**src/rtl/dmem_arbiter.sv**
```systemverilog
// Two-port (core A / loader B) arbiter for a single-port byte data memory with
// a registered command stage and a two-cycle read-return path with owner routing.
module dmem_arbiter #(
    parameter int unsigned ADDR_WIDTH   = 13,
    parameter int unsigned STARVE_LIMIT = 4
) (
    input  logic                  clk_i,
    input  logic                  rst_ni,

    input  logic                  a_req_i,
    input  logic                  a_we_i,
    input  logic [ADDR_WIDTH-1:0] a_addr_i,
    input  logic [7:0]            a_wdata_i,
    output logic                  a_gnt_o,
    output logic                  a_rvalid_o,
    output logic [7:0]            a_rdata_o,

    input  logic                  b_req_i,
    input  logic                  b_we_i,
    input  logic [ADDR_WIDTH-1:0] b_addr_i,
    input  logic [7:0]            b_wdata_i,
    output logic                  b_gnt_o,
    output logic                  b_rvalid_o,
    output logic [7:0]            b_rdata_o,

    output logic [ADDR_WIDTH-1:0] m_w_addr_o,
    output logic [ADDR_WIDTH-1:0] m_r_addr_o,
    output logic                  m_write_en_o,
    output logic                  m_read_en_o,
    output logic [7:0]            m_din_o,
    input  logic [7:0]            m_dout_i
);

    localparam logic [3:0] StarveLim = 4'(STARVE_LIMIT);
    localparam logic [3:0] StarveMax = 4'hF;

    typedef enum logic [0:0] {StPrioA, StForceB} state_e;

    state_e     state_q, state_d;
    logic [3:0] starve_q, starve_d;
    logic       a_gnt, b_gnt;

    // ---------------------------------------------------------------- arbiter FSM
    always_ff @(posedge clk_i or negedge rst_ni) begin
        if (!rst_ni) begin
            state_q  <= StPrioA;
            starve_q <= 4'd0;
        end else begin
            state_q  <= state_d;
            starve_q <= starve_d;
        end
    end

    always_comb begin
        starve_d = 4'd0;
        if (b_req_i && !b_gnt) begin
            starve_d = (starve_q == StarveMax) ? StarveMax : starve_q + 4'd1;
        end
    end

    // Forcing is decided on the updated count so B wins on the very next cycle.
    always_comb begin
        state_d = state_q;
        unique case (state_q)
            StPrioA:  if (starve_d >= StarveLim) state_d = StForceB;
            StForceB: if (b_gnt || !b_req_i)     state_d = StPrioA;
            default:  state_d = StPrioA;
        endcase
    end

    always_comb begin
        a_gnt = 1'b0;
        b_gnt = 1'b0;
        if (rst_ni) begin
            unique case (state_q)
                StPrioA: begin
                    a_gnt = a_req_i;
                    b_gnt = b_req_i && !a_req_i;
                end
                StForceB: b_gnt = b_req_i;
                default: ;
            endcase
        end
    end

    assign a_gnt_o = a_gnt;
    assign b_gnt_o = b_gnt;

    // ---------------------------------------------------------------- command stage
    logic                  cmd_vld;
    logic                  cmd_we;
    logic [ADDR_WIDTH-1:0] cmd_addr;
    logic [7:0]            cmd_wdata;

    logic [ADDR_WIDTH-1:0] m_addr_q;
    logic [7:0]            m_din_q;
    logic                  m_wr_q, m_rd_q;
    logic                  rd_owner_b_q;

    always_comb begin
        cmd_vld   = a_gnt || b_gnt;
        cmd_we    = b_gnt ? b_we_i    : a_we_i;
        cmd_addr  = b_gnt ? b_addr_i  : a_addr_i;
        cmd_wdata = b_gnt ? b_wdata_i : a_wdata_i;
    end

    always_ff @(posedge clk_i or negedge rst_ni) begin
        if (!rst_ni) begin
            m_addr_q     <= '0;
            m_din_q      <= 8'd0;
            m_wr_q       <= 1'b0;
            m_rd_q       <= 1'b0;
            rd_owner_b_q <= 1'b0;
        end else begin
            m_wr_q       <= cmd_vld && cmd_we;
            m_rd_q       <= cmd_vld && !cmd_we;
            rd_owner_b_q <= b_gnt;
            if (cmd_vld) begin
                m_addr_q <= cmd_addr;
                m_din_q  <= cmd_wdata;
            end
        end
    end

    assign m_w_addr_o   = m_addr_q;
    assign m_r_addr_o   = m_addr_q;
    assign m_write_en_o = m_wr_q;
    assign m_read_en_o  = m_rd_q;
    assign m_din_o      = m_din_q;

    // ---------------------------------------------------------------- read return
    logic       a_rvalid_q, b_rvalid_q;
    logic [7:0] a_rdata_q, b_rdata_q;

    always_ff @(posedge clk_i or negedge rst_ni) begin
        if (!rst_ni) begin
            a_rvalid_q <= 1'b0;
            b_rvalid_q <= 1'b0;
            a_rdata_q  <= 8'd0;
            b_rdata_q  <= 8'd0;
        end else begin
            a_rvalid_q <= m_rd_q && !rd_owner_b_q;
            b_rvalid_q <= m_rd_q && rd_owner_b_q;
            if (m_rd_q && !rd_owner_b_q) a_rdata_q <= m_dout_i;
            if (m_rd_q && rd_owner_b_q)  b_rdata_q <= m_dout_i;
        end
    end

    assign a_rvalid_o = a_rvalid_q;
    assign b_rvalid_o = b_rvalid_q;
    assign a_rdata_o  = a_rdata_q;
    assign b_rdata_o  = b_rdata_q;

    // ---------------------------------------------------------------- properties
    a_gnt_needs_req: assert property (@(posedge clk_i) disable iff (!rst_ni)
        a_gnt |-> a_req_i);
    b_gnt_needs_req: assert property (@(posedge clk_i) disable iff (!rst_ni)
        b_gnt |-> b_req_i);
    gnt_onehot: assert property (@(posedge clk_i) disable iff (!rst_ni)
        !(a_gnt && b_gnt));
    rvalid_onehot: assert property (@(posedge clk_i) disable iff (!rst_ni)
        !(a_rvalid_q && b_rvalid_q));

endmodule
```
**config.mk**
```make
export PLATFORM = sky130hd
export DESIGN_NAME = dmem_arbiter
export DESIGN_NICKNAME = d
export VERILOG_FILES = /design/src/rtl/dmem_arbiter.sv
export SDC_FILE = /design/constraint.sdc
export NUM_CORES = 1
export LEC_CHECK = 0
export CAP_MARGIN = 20
export CELL_PAD_IN_SITES_DETAIL_PLACEMENT = 0
export CELL_PAD_IN_SITES_GLOBAL_PLACEMENT = 1
export CORE_MARGIN = 2
export CORE_UTILIZATION = 26
export DETAILED_ROUTE_END_ITERATION = 16
export PLACE_DENSITY = 0.84
export SYNTH_ARGS = -nofsm -noshare
export SYNTH_HDL_FRONTEND = slang
export SYNTH_SLANG_ARGS = --single-unit
```
**constraint.sdc**
```tcl
create_clock -name clk_i -period 1.3 [get_ports clk_i]
set_clock_uncertainty 0.15 [all_clocks]
set_input_delay 0.26 -clock clk_i [delete_from_list [all_inputs] [get_ports clk_i]]
set_output_delay 0.26 -clock clk_i [all_outputs]
set_load 0.02 [all_outputs]
```
==> results by group <==
Run status
  • Failing checks: negative setup slack
  • Outcome: complete, but fails checks

Layout
  • Share of layout cells above drive strength 1: 0.446
  • Fill cells: 712
  • Ant diodes: 0
  • Final #Nets: 343
  • Non-filler cells, final: about 390
  • Cell area after layout: about 3500 um^2
  • Layout area overhead: 74.2%
  • Final Core Density: 0.464

Worst setup path
  • FF-to-FF End: m_din_o[4]
  • Crit. End Element: flip-flop
  • Setup crit start kind: flip-flop
  • Largest fanout on the critical path: 7
  • RR Startpoint: state_q
  • Required time of the critical path: roughly 1300 ps
  • Worst Setup EP: m_din_o[4]
  • FF-to-FF path depth: 5
  • R2R setup slack: -280 ps
  • CP Data Arrival Time: approximately 1600 ps
  • Crit Path Category: reg -> reg
  • CP startpoint: state_q

Yosys
  • Xor/xnor share of the synthesized area: 0
  • Mux share of post-synthesis cell area: 0.0885
  • Sequential share of the synthesized area: 0.578
  • Yosys warning count: 0
  • #FFs+latches synth: 47
  • Post-synth net total: 211
  • Post-Synth Adder-Cell Area: 0.00615
  • Largest family of logic cells by synthesized area: compound AO/OA/AOI/OAI gates
  • Synth Area in Compound Gates: 0.135
  • Synth Cell Area: about 2000 um^2
  • Post-Synth Simple-Gate Area: 0.106
  • Avg Cell Area, Syn: 13.2 um^2
  • Gate Count Post-Synth: 154
  • Post-synth cell types: 27

Drt
  • Final ANT Viol Nets: 0
  • Routed Wire Length: 5990 um
  • DRT iter0 DRCs: 60
  • WL/cell: 15.4 um
  • Vias: 1,767
  • DRC viols: 0
  • Routed vias/inst: between 4 and 5
  • DR pass1 iterations: 4

Timing
  • Final worst setup slack: -284 ps
  • Slew Viols, Final: 0
  • Setup violators final: 29
  • Hold slack: a little over 90 ps
  • Fmax achieved: 631 MHz
  • Worst-margin pin slew: 601 ps
  • Slew headroom: 0.600
  • Minimum clock period: roughly 1600 ps
  • Unrepaired setup endpoints after global routing: yes
  • Post-route clock period utilization: 1.22
  • Setup TNS: -7040 ps
  • Fin. Hold Viols: 0

Clock tree
  • Clock Tree Buf Depth: 2
  • CTS Sinks: 47
  • Worst skew pair latency: between 200 and 300 ps
  • CTS tree: yes
  • H-tree lvl count: 2
  • CTS Buf Count: 5
  • Root Buffer: clkbuf_8
  • Clock transition at path regs: approximately 90 ps

Placed design
  • Post-DP HPWL: around 4100 um
  • Area after DPL: 3290 um^2
  • Port Buffer Count: about 110
  • Place WS: -741 ps
  • Placed cells: 368
  • GP Congestion: around 0.8

Die
  • Die height: just over 90 um
  • I/O pins: about 110
  • Rows: 32
  • Core box area: about 7600 um^2
  • Die X: slightly above 90 um
  • Initial Util: 0.266
  • Die area: 8550 um^2

Pwr
  • Leak: ~1.7 nW
  • PwrDens: around 1300 nW/um^2
  • Power after layout: around 4.8 mW
  • Maximum VDD drop: around 0.00062 V

Worst hold path
  • Worst hold path type: in -> async

GRT
  • Pin count of the biggest net entering global routing: 47
  • Total GRT Usage: 0.135
  • GRT overflow: 0
  • Vias in the first global route: around 1,800
  • First-pass GRT wire length: 9140 um
  • Antenna violations before repair: 1

Job
  • Max Cap Viol: 0
[kinds of logic after synthesis]
group | count (synthesis)
adders and majority gates | 1
muxes | 16
DFF | 47
buffers and inverters | 24
AOI/OAI and AO/OA | 31
and+or+nand+nor | 35
[flip-flops by register name, indices dropped and copies added, names as in the netlist]
register / flops
m_r_addr_o: 13
a_rdata_o: 8
b_rdata_o: 8
m_din_o: 8
starve_q: 4
a_rvalid_o: 1
b_rvalid_o: 1
m_read_en_o: 1
m_write_en_o: 1
rd_owner_b_q: 1
state_q: 1
[worst max-delay path, cell delays in order (launching register included)]
cell and delay (ps):
dfrtp_1 420, buf_6 130, and2b_2 240, o21ai_4 70
buf_6 140, a221o_1 320
[per-layer routing]
layer,GRT usage,up-vias,routed length (um)
met5,0,-,11
met3,0.0456,10,449
met1,0.164,876,2540
met4,0.0286,2,71
li1,-,813,-
met2,0.231,66,2920
[synth_stat cells]
cell type / number / area (um^2)
nand3_1: 1 / 5.00
a221o_1: 21 / 210
nand2_1: 2 / 7.51
nand2b_1: 1 / 6.26
ha_1: 1 / 12.5
nand3_2: 1 / 10.0
buf_4: 15 / 113
inv_2: 1 / 3.75
a311oi_1: 1 / 8.76
nor2_1: 3 / 11.3
a21oi_1: 4 / 20.0
and2_0: 1 / 6.26
and2b_1: 1 / 7.51
mux2_2: 16 / 180
nor2b_1: 2 / 12.5
o21ai_1: 1 / 5.00
o21bai_1: 1 / 7.51
and2_1: 21 / 131
and3b_4: 1 / 12.5
buf_2: 1 / 5.00
o21ai_0: 1 / 5.00
dfrtp_1: 47 / 1180
a22o_1: 1 / 8.76
inv_1: 3 / 11.3
buf_6: 4 / 45.0
o32ai_1: 1 / 8.76
nor3_1: 1 / 5.00
[placed cells by master (no fill, tap or decap), types with 2 or more instances in the layout]
master	instances
dfrtp_1	46
clkbuf_8	5
clkdlybuf4s50_1	53
buf_6	34
a221o_1	21
buf_12	2
mux2_2	8
inv_1	3
bufinv_16	2
a21oi_2	3
mux2_4	8
buf_2	28
buf_4	25
and2_1	21
nor2_1	3
[power breakdown]
part	internal, mW	total [mW]	switching (mW)
Sequential	1.70	1.87	0.164
Clock	0.769	1.27	0.497
Combinational	0.884	1.64	0.756
Total	3.36	4.77	1.42
[final cells by class]
class | instances | area, um^2 | area share
flip-flops and latches | 47 | 1180 | 0.332
clock buffers | 6 | 72.6 | 0.0205
well taps | 102 | 128 | 0.0360
repair buffers | 144 | 1300 | 0.367
inverters | 4 | 15.0 | 0.00423
clock inverters | 2 | 60.1 | 0.0169
multi-input cells | 84 | 793 | 0.224
[how the worst min path moves through the flow]
stage,cells past startpoint,endpoint,slack (ps)
2_1_floorplan,0,a_rdata_o[0],-190
3_3_place_gp,2,m_din_o[3],50
3_5_place_dp,2,m_din_o[3],50
4_1_cts,3,state_q,100
5_1_grt,3,m_din_o[5],150
6_report,3,m_din_o[5],90
[what timing repair did]
item	CTS	global route
endpoints found under the hold margin	1	0
resized for setup	240	74
buffers inserted	2	8
hold buffers	1	0
endpoints found under the setup margin	96	73
gates cloned	1	1
pin swaps	1	6
(Power assumes the default switching activity.)
==> variant 1 (same settings) <==
The parameter `ADDR_WIDTH` goes from 13 to 11.
--- a/src/rtl/dmem_arbiter.sv
+++ b/src/rtl/dmem_arbiter.sv
@@ -1,7 +1,7 @@
 // Two-port (core A / loader B) arbiter for a single-port byte data memory with
 // a registered command stage and a two-cycle read-return path with owner routing.
 module dmem_arbiter #(
-    parameter int unsigned ADDR_WIDTH   = 13,
+    parameter int unsigned ADDR_WIDTH   = 11,
     parameter int unsigned STARVE_LIMIT = 4
 ) (
     input  logic                  clk_i,
Ports: changed (resized a_addr_i, b_addr_i, m_r_addr_o and m_w_addr_o); port bits go from 112 to 104. The function was not compared with the original's and may differ.
==> variant 1 against the original RTL <==
- the flow still finishes with violations (negative setup slack)
- clock power shrank 18%
- power shrank 7.2%
- area after synthesis shrank 4.9%
- worst setup slack gained 0.0076 ns
- routed wire length shrank 5.6%
- sequential power shrank 4%
- final area shrank 3.8%
- sequential cell count shrank 2
==> variant 1: results (changes against the original RTL) <==
{
  "multi_input_area_share": {"value": 22.5, "unit": "%", "change": "was 22.4%"},
  "postSynthAreaPerCell": {"value": 13.3, "unit": "µm²", "change": "was 13.2 µm²"},
  "largest_register_ffs": {"value": 11, "change": "was 13"},
  "detailroute.wirelength.met3": {"value": 373, "unit": "µm", "change": "was 449 µm"},
  "placed_area": {"value": 0.00313, "unit": "mm²", "change": "was 0.00329 mm²"},
  "synth.top_cells.by_area": {"value": "dfrtp_1 (58%), a221o_1 (9.3%), mux2_2 (9.3%)", "change": "was dfrtp_1 (58%), a221o_1 (10%), mux2_2 (8.9%)"},
  "synth.ff_latch_count": {"value": 45, "change": "was 47"},
  "gr-usage-met1": {"value": 15.2, "unit": "%", "change": "was 16.4%"},
  "setup_total_negative_slack": {"value": -5.00, "unit": "ns", "change": "was -7.04 ns"},
  "p_sw_share": {"value": 30.4, "unit": "%", "change": "was 29.7%"},
  "synth-seq-area-share": {"value": 58.2, "unit": "%", "change": "was 57.8%"},
  "crit_end": {"value": "a_gnt_o", "change": "was m_din_o[4]$_DFFE_PN0P_"},
  "detailroute.via_count": {"value": 1660, "change": "was 1767"},
  "final-setup-viol-count": {"value": 28, "change": "was 29"},
  "share_of_the_final_layout_cell_area_in_sequential_cells": {"value": 33.1, "unit": "%", "change": "was 33.2%"},
  "holdWs": {"value": 0.00773, "unit": "ns", "change": "was 0.0925 ns"},
  "post-route-worst-setup-slack": {"value": -0.277, "unit": "ns", "change": "was -0.284 ns"},
  "status": {"value": "finished, violations left", "change": "unchanged"},
  "dpl.hpwl": {"value": 3840, "unit": "µm", "change": "was 4110 µm"},
  "total_leakage_power": {"value": 0.00158, "unit": "µW", "change": "was 0.00165 µW"},
  "design.die.area": {"value": 0.00815, "unit": "mm²", "change": "was 0.00855 mm²"},
  "numPlacedInstances": {"value": 350, "change": "was 368"},
  "ys_top_cells_by_count": {"value": "dfrtp_1 (45), a221o_1 (18), and2_0 (16), mux2_2 (16), buf_4 (12)", "change": "was dfrtp_1 (47), a221o_1 (21), and2_1 (21)"},
  "gr-usage-all-layers": {"value": 13.6, "unit": "%", "change": "was 13.5%"},
  "grt_use_met3": {"value": 5.01, "unit": "%", "change": "was 4.56%"},
  "violations": {"value": "negative setup slack", "change": "unchanged"},
  "grt_pass1_wl": {"value": 8790, "unit": "µm", "change": "was 9140 µm"},
  "postSynthNetCount": {"value": 198, "change": "was 211"},
  "max-slew-margin-rel": {"value": 62.2, "unit": "%", "change": "was 60.0%"},
  "num-nets-final": {"value": 327, "change": "was 343"},
  "grt_max_degree": {"value": 45, "change": "was 47"},
  "timing.rr.end": {"value": "m_din_o[6]$_DFFE_PN0P_", "change": "was m_din_o[4]$_DFFE_PN0P_"}
}
-- variant 1: kinds of logic after synthesis --
logic type               share of synthesized area, %
flip-flops                                       58.2
multiplexers                                     9.31
AO/OA/AOI/OAI                                    13.4
adder cells (fa/ha/maj)                         0.646
buffers and inverters                            8.02
AND/OR/NAND/NOR                                  10.4
-- variant 1: power by group through the flow --
stage | registers [µW] | logic [µW] | clock network (µW)
2_1_floorplan | 2070 | 441 | 0
3_3_place_gp | 1790 | 1520 | 0
3_5_place_dp | 1800 | 1550 | 0
4_1_cts | 1770 | 1340 | 1080
5_1_grt | 1840 | 1680 | 1140
6_report | 1800 | 1580 | 1040
-- variant 1: what timing repair did --
item                                   in CTS  in global routing
setup endpoints to repair                  93                 73
hold buffers                                1                  0
pin swaps                                   0                  2
endpoints found under the hold margin       1                  0
resized for setup                         236                 66
cloned                                      1                  1
buffers inserted                            2                 11
==> variant 2 (config.mk and constraints unchanged) <==
Without the edit above. Reset style: synchronous (`rst_ni`), changed in 3 clocked blocks.
--- a/src/rtl/dmem_arbiter.sv
+++ b/src/rtl/dmem_arbiter.sv
@@ -41,7 +41,7 @@
     logic       a_gnt, b_gnt;
 
     // ---------------------------------------------------------------- arbiter FSM
-    always_ff @(posedge clk_i or negedge rst_ni) begin
+    always_ff @(posedge clk_i) begin
         if (!rst_ni) begin
             state_q  <= StPrioA;
             starve_q <= 4'd0;
@@ -104,7 +104,7 @@
         cmd_wdata = b_gnt ? b_wdata_i : a_wdata_i;
     end
 
-    always_ff @(posedge clk_i or negedge rst_ni) begin
+    always_ff @(posedge clk_i) begin
         if (!rst_ni) begin
             m_addr_q     <= '0;
             m_din_q      <= 8'd0;
@@ -132,7 +132,7 @@
     logic       a_rvalid_q, b_rvalid_q;
     logic [7:0] a_rdata_q, b_rdata_q;
 
-    always_ff @(posedge clk_i or negedge rst_ni) begin
+    always_ff @(posedge clk_i) begin
         if (!rst_ni) begin
             a_rvalid_q <= 1'b0;
             b_rvalid_q <= 1'b0;
Formal check against the unedited RTL: differs if rst_ni is asserted again (counterexample within 4 cycles, from zero or initial values and one cycle with rst_ni low); with rst_ni held inactive, the same outputs for 10 cycles.
==> variant 2 against the original RTL <==
- the flow still finishes with violations (negative setup slack)
- final area down 16%
- register-to-register slack better by 0.15 ns
- count of clock-buffer cells in the layout down 1
- area after synthesis down 0.98%
- sequential cell count unchanged
- routed wire length down 8.7%
- worst setup slack better by 0.11 ns
- highest routed layer is now met4
Power is not compared: it rests on default switching activity, and its combinational part moved more than twofold at a synthesized area within 25%.
==> variant 2: results (changes against the original RTL) <==
{
  "number_of_library_cell_types_mapped_by_synthesis": {"value": 25, "change": "was 27"},
  "timing.critical_path.fanout_max": {"value": 4, "change": "was 7"},
  "final-setup-viol-count": {"value": 25, "change": "was 29"},
  "rrSetupSlack": {"value": -0.13, "unit": "ns", "change": "was -0.28 ns"},
  "async_flop_share": {"value": 0, "unit": "%", "change": "was 100%"},
  "drt_iter0_drc": {"value": 42, "change": "was 60"},
  "wl_per_cell": {"value": 12.9, "unit": "µm", "change": "was 15.4 µm"},
  "routed_via_density": {"value": 4.40, "change": "was 4.54"},
  "gp_congestion": {"value": 0.752, "change": "was 0.785"},
  "num-nets-final": {"value": 378, "change": "was 343"},
  "antenna_found_initial": {"value": 0, "change": "was 1"},
  "grt_pass1_vias": {"value": 1815, "change": "was 1805"},
  "dpl.hpwl": {"value": 3980, "unit": "µm", "change": "was 4110 µm"},
  "synthesis.instances": {"value": 221, "change": "was 154"},
  "final_cells": {"value": 424, "change": "was 389"},
  "worstPathArrival": {"value": 1.07, "unit": "ns", "change": "was 1.62 ns"},
  "ys_top_cells_by_count": {"value": "dfxtp_1 (47), nand2_1 (27), nor2_1 (27)", "change": "was dfrtp_1 (47), a221o_1 (21), and2_1 (21)"},
  "synth.top_cells.by_area": {"value": "dfxtp_1 (47%), mux2i_1 (10%), a211oi_1 (7.8%)", "change": "was dfrtp_1 (58%), a221o_1 (10%), mux2_2 (8.9%)"},
  "setup_total_negative_slack": {"value": -1.89, "unit": "ns", "change": "was -7.04 ns"},
  "reg2reg_from": {"value": "state_q$_SDFF_PN0_", "change": "was state_q$_DFF_PN0_"},
  "postSynthNetCount": {"value": 278, "change": "was 211"},
  "status": {"value": "finished, violations left", "change": "unchanged"},
  "worst_slew_pin_slew": {"value": 0.450, "unit": "ns", "change": "was 0.601 ns"},
  "post-route-worst-setup-slack": {"value": -0.176, "unit": "ns", "change": "was -0.284 ns"},
  "grt_max_degree": {"value": 42, "change": "was 47"},
  "gr-usage-all-layers": {"value": 12.9, "unit": "%", "change": "was 13.5%"},
  "worst_case_reg_to_reg_path_depth": {"value": 4, "change": "was 5"},
  "violations": {"value": "negative setup slack", "change": "unchanged"}
}
## variant 2: cell count changes after synthesis, sizes merged, moves of 21 or more
cell,unedited run,this run
nor2,3,27
mux2i,0,21
and2,22,1
dfxtp,0,47
nand2,2,27
a211oi,0,21
dfrtp,47,0
a221o,21,0
## variant 2: power groups by stage
| stage | clock network (µW) | registers (µW) | logic [µW] |
|---|---|---|---|
| after floorplan | 0 | 1660 | 296 |
| after global placement | 0 | 1590 | 723 |
| after detailed placement | 0 | 1590 | 729 |
| after CTS | 1140 | 1550 | 643 |
| after global routing | 1170 | 1560 | 694 |
| final | 1080 | 1550 | 644 |
## variant 2: routing by layer
| metal | share of wire, % | vias to the layer above | GRT usage [%] |
|---|---|---|---|
| met2 | 49 | 56 | 21.9 |
| met3 | 6.2 | 2 | 4.19 |
| met1 | 44 | 861 | 16.0 |
| met4 | 0.49 | 0 | 2.99 |
| met5 | 0 | - | 0 |
| li1 | - | 946 | - |
## variant 2: layout make-up
type | instances | area (µm²) | area share (%)
flip-flops and latches | 47 | 945 | 31.6
repair buffers | 122 | 933 | 31.2
multi-input cells | 142 | 861 | 28.8
well taps | 102 | 128 | 4.27
clock buffers | 5 | 68.8 | 2.30
clock inverters | 3 | 43.8 | 1.46
inverters | 3 | 11.3 | 0.377
## variant 2: worst min-delay path: cells and delay by family, from the launching register on
family,cells,cell delay (ns)
and+or+nand+nor,1,0.05
AOI/OAI and AO/OA,1,0.05
DFF,1,0.32
## variant 2: stage by stage
step | utilization, % | worst slack, ns | total power [µW] | hold slack [ns]
final | 39.3 | -0.176 | 3280 | 0.308
after floorplan | - | -0.0340 | 1960 | 0.246
after detailed placement | 40.8 | -0.780 | 2320 | 0.301
after CTS | 39.1 | -0.174 | 3330 | 0.313
after global routing | 39.3 | -0.221 | 3430 | 0.331
after global placement | 40.8 | -0.765 | 2310 | 0.292
## variant 2: cells by family after synthesis
group / synth area share (%)
buffers and inverters: 12.0
multiplexers: 10.4
AO/OA/AOI/OAI: 14.1
adder cells (fa/ha/maj): 0.621
flip-flops: 46.7
AND/OR/NAND/NOR: 16.1
## variant 2: repair_timing
action                                  4_1_cts  5_1_grt
resized for setup                           230       13
buffers inserted                              1        1
cloned                                        0        0
pin swaps                                     1        0
endpoints found under the setup margin       85       52
## variant 2: worst max path at each step
stage               to  cells past startpoint
5_1_grt        b_gnt_o                      3
3_5_place_dp   b_gnt_o                      3
3_3_place_gp   b_gnt_o                      3
2_1_floorplan  a_gnt_o                      4
4_1_cts        b_gnt_o                      3
6_report       b_gnt_o                      3
